$ cat config.mk
export PLATFORM = sky130hd
export DESIGN_NAME = shift_sequencer
export DESIGN_NICKNAME = d
export VERILOG_FILES = /design/src/rtl/shift_sequencer.sv
export SDC_FILE = /design/constraint.sdc
export NUM_CORES = 1
export LEC_CHECK = 0
export BUFFER_PORTS_ARGS = -buffer_cell sky130_fd_sc_hd__buf_2
export CAP_MARGIN = 10
export CORE_UTILIZATION = 47
export CTS_BUF_LIST = sky130_fd_sc_hd__clkbuf_16
export DETAILED_ROUTE_END_ITERATION = 7
export PLACE_DENSITY = 0.77
export SYNTH_ARGS = -nofsm -noshare
export SYNTH_HDL_FRONTEND = slang
export SYNTH_HIERARCHICAL = 1
export SYNTH_SLANG_ARGS = --single-unit
$ cat constraint.sdc
create_clock -name clk -period 3.8 [get_ports clk]
set_input_delay 0.57 -clock clk [delete_from_list [all_inputs] [get_ports clk]]
set_output_delay 0.57 -clock clk [all_outputs]
set_load 0.1 [all_outputs]
$ cat src/rtl/shift_sequencer.sv
// Multi-cycle log shifter: one stage per clock, start/busy/done handshake.
// Define SHIFT_ROTATE_EN to enable circular stages via the rot input.
module reversal #(
  parameter int width = 16
) (
  input  logic [width-1:0] a,
  output logic [width-1:0] y
);
  always_comb begin
    y = '0;
    for (int i = 0; i < width; i++)
      y[i] = a[width-1-i];
  end
endmodule

module shift_sequencer #(
  parameter int width = 16,
  parameter int sw    = 4
) (
  input  logic             clk,
  input  logic             rst,
  input  logic             start,
  input  logic [width-1:0] a,
  input  logic [sw-1:0]    shamt,
  input  logic             dir,
  input  logic             arith,
  input  logic             rot,
  output logic             busy,
  output logic             done,
  output logic [width-1:0] y
);
  typedef enum logic [1:0] {
    IDLE,
    SHIFT,
    DONE
  } state_t;

  localparam logic [sw-1:0] klast = sw'(sw-1);
  localparam logic [sw:0]   one   = {{sw{1'b0}}, 1'b1};

  state_t           state, state_n;
  logic [width-1:0] work, a_rev, work_rev, stage, hi;
  logic [sw-1:0]    k, shamt_q, sel;
  logic [sw:0]      amt;
  logic [2*width-1:0] ext;
  logic             dir_q, arith_q, fill;
`ifdef SHIFT_ROTATE_EN
  logic             rot_q;
`else
  logic             unused_rot;
  assign unused_rot = rot;
`endif

  reversal #(.width(width)) u_rev_in  (.a(a),    .y(a_rev));
  reversal #(.width(width)) u_rev_out (.a(work), .y(work_rev));

  always_ff @(posedge clk or posedge rst) begin
    if (rst) state <= IDLE;
    else     state <= state_n;
  end

  always_comb begin
    state_n = state;
    unique case (state)
      IDLE:    if (start) state_n = SHIFT;
      SHIFT:   if (k == klast) state_n = DONE;
      DONE:    state_n = IDLE;
      default: state_n = IDLE;
    endcase
  end

  always_comb begin
    busy = (state != IDLE);
  end

  // Fill copies the running MSB so multi-stage arithmetic shifts compose.
  always_comb begin
    amt  = one << k;
    sel  = shamt_q >> k;
`ifdef SHIFT_ROTATE_EN
    fill = arith_q & ~dir_q & ~rot_q;
    hi   = rot_q ? work : {width{fill & work[width-1]}};
`else
    fill = arith_q & ~dir_q;
    hi   = {width{fill & work[width-1]}};
`endif
    ext   = {hi, work} >> amt;
    stage = sel[0] ? ext[width-1:0] : work;
  end

  always_ff @(posedge clk or posedge rst) begin
    if (rst) begin
      work    <= '0;
      k       <= '0;
      shamt_q <= '0;
      dir_q   <= 1'b0;
      arith_q <= 1'b0;
`ifdef SHIFT_ROTATE_EN
      rot_q   <= 1'b0;
`endif
      y       <= '0;
      done    <= 1'b0;
    end else begin
      done <= 1'b0;
      unique case (state)
        IDLE: begin
          if (start) begin
            work    <= dir ? a_rev : a;
            shamt_q <= shamt;
            dir_q   <= dir;
            arith_q <= arith;
`ifdef SHIFT_ROTATE_EN
            rot_q   <= rot;
`endif
            k       <= '0;
          end
        end
        SHIFT: begin
          work <= stage;
          k    <= k + 1'b1;
        end
        DONE: begin
          y    <= dir_q ? work_rev : work;
          done <= 1'b1;
        end
        default: ;
      endcase
    end
  end
endmodule

==> results.md <==
- Outcome: completed
- Fin nets: 474
- #FFs+latches synth: 45
- Count leader, synth: nand2_1
- GR Util met1: 0.3979
- WP data required: 3.97 ns
- GRT overflow: 0
- Critical path arrival: 3.10 ns
- CTS tree: yes
- Ys Warns: 6
- Maxcap violations: 0
- Cell row count: 32
- Number of flops mapped to enable cells by yosys: 0
- Filler cells: 775
- Layout Skew: 0.005956 ns
- Worst-margin pin slew: 1.064 ns
- Most used routing layer in global routing: met2
- Number of nets still failing antenna checks after routing: 0
- Htree depth: 2
- Via count: 3532
- Setup ws final: 0.8698 ns
- Area delta synth->final: 2.928%
- Setup bufs post-CTS: 0
- Worst R2R Path Depth: 7
- Number of setup violations in the final report: 0
- Fin. Hold Viols: 0
- Die area: 0.008361 sq mm
- Max-slew violation count: 0
- Met3 usage: 0.03183
- Clock Tree Buf Depth: 2
- HPWL after detailed placement: 7.428 mm
- Place WS: 0.9555 ns
- Critical Path Source Type: flop
- Initial antenna violation count: 0
- Area share of the largest cell type after synthesis: 0.2995
- Worst R2R Start: k[0]$_DFFE_PP0P_
- Number of global-route vias before repair: 3143
- Hold-fix buffers at CTS: 0
- ANT cells: 0
- Top FF cell, synth: dfrtp_1
- Tot GR Track Use: 0.2676
- Pre-antenna DRT Iters: 5
- Syn Inst Count: 458
- Final GP Congestion: 0.9785
- Setup CP Type: reg -> reg
- Class of the worst hold path: in -> async
- Area contributors post-synth: dfrtp_1, mux2i_1, nand2_1
- Largest net degree at the start of global routing: 46
- Area of the multi-input gates: 0.002148 sq mm
- Setup TNS: 0 ns
- Clk Latency, worst-skew pair: 0.29 ns
- Routed wire length: 10.83 mm
- Post-CTS Resized: 0
- Core Area: 0.007727 sq mm
- Die H: 91.44 um
- Die Width: 91.44 um
- Placement Cell Area: 0.003702 sq mm
- Drt first-iter violations: 448
- Crit. End Element: flop
- Asr flop ratio synth: 1.000
- R2R setup slack: 0.87 ns
- Tcrit/Tclk final: 0.7711
- Post-synth top cells: nand2_1, dfrtp_1, o21ai_0
- Worst-path fanout max: 15
- Reg area: 0.001126 sq mm
- Area leader, netlist: dfrtp_1
- End of the worst register-to-register path: work[8]$_DFFE_PP0P_
- Starting density of the core: 0.4866
- Syn Std Cell Area: 0.003760 sq mm
- Design area: 0.003870 sq mm
- Net count after synthesis: 489
- Seq/Total Area, Yosys: 0.2995
- Syn Area/Cell: 8.209 sq um
- Max Fclk: 0.3413 GHz
- M2 GR Usage: 0.4004
- Worst rel slew slack: 0.2908
- Num CTS Buffers: 5
- Layout cells sized above 1: 0.1847
- # clock sinks: 45
- Count of different cell masters after synthesis: 62
- Fin util: 0.5008
- Top-Level Pins: 44
- RSZ-0062 raised after global routing: false
- Via/cell ratio: 6.469
- Clock Pin Slew Worst Setup and Hold Paths: 0.07 ns
- First-pass GRT wire length: 17.17 mm
- Clk root buf: clkbuf_16
- Port Buffers: 42
- Drt drc: 0
- Routed WL per cell: 19.83 um
- Final Critical Period: 2.930 ns
## registers in the layout, summed over array words and instances (netlist names)
signal and flops:
k 4, y 16, dir_q 1, arith_q 1, work 16, shamt_q 4
done 1, state 2
## layout by cell type, fill, tap and decap left out, types with 8 or more instances in the layout
cell	n
a31oi_1	10
a21oi_1	33
o21ai_0	45
buf_2	42
dfrtp_1	45
nand2_1	74
nor2_1	15
nand3_1	8
mux2i_1	31
a211oi_1	11
inv_1	10
## final cells by class
| cell class | count | area share |
|---|---|---|
| Multi-Input combinational cell | 332 | 0.5551 |
| Sequential cell | 45 | 0.2910 |
| Timing Repair Buffer | 49 | 0.06790 |
| Tap cell | 102 | 0.03298 |
| Clock buffer | 5 | 0.03233 |
| Clock inverter | 3 | 0.01099 |
| Inverter | 10 | 0.009699 |
## stage by stage
step | hold slack (ns) | instances
CTS | 0.4405 | 546
finish | 0.4129 | 546
detailed placement | 0.4650 | 538
global route | 0.4685 | 546
floorplan | 0.4403 | 458
global placement | 0.4530 | 538
## critical path: stages, from the launching register on
cell	delay, ns
dfrtp_1	0.47
inv_1	0.11
ha_1	0.54
or3b_1	0.62
a211oi_1	0.45
a22oi_1	0.23
a21oi_1	0.28
o21ai_1	0.10
## cell families after synthesis
group,after synthesis,share of synthesized area
AND/OR/NAND/NOR,145,0.1940
AO/OA/AOI/OAI,142,0.2453
buffers and inverters,81,0.1291
flip-flops,45,0.2995
multiplexers,40,0.1155
adder cells (fa/ha/maj),5,0.01664
## how the worst max path moves through the flow
stage | end | slack (ns) | cells after the start | start
finish | work[8]$_DFFE_PP0P_ | 0.87 | 7 | k[0]$_DFFE_PP0P_
global route | work[2]$_DFFE_PP0P_ | 0.75 | 7 | k[0]$_DFFE_PP0P_
CTS | work[2]$_DFFE_PP0P_ | 0.95 | 7 | k[0]$_DFFE_PP0P_
detailed placement | work[2]$_DFFE_PP0P_ | 0.96 | 7 | k[0]$_DFFE_PP0P_
global placement | work[2]$_DFFE_PP0P_ | 1.07 | 7 | k[0]$_DFFE_PP0P_
floorplan | work[4]$_DFFE_PP0P_ | 1.59 | 7 | k[0]$_DFFE_PP0P_
## layer usage
metal | wire [um] | vias to the layer above
met5 | 0 | -
met4 | 325 | 0
met3 | 1113 | 44
met2 | 4768 | 241
met1 | 4621 | 1657
li1 | - | 1590
Power is not shown: default switching activity piles up to over one toggle a cycle in this logic, so the estimate is an artifact.
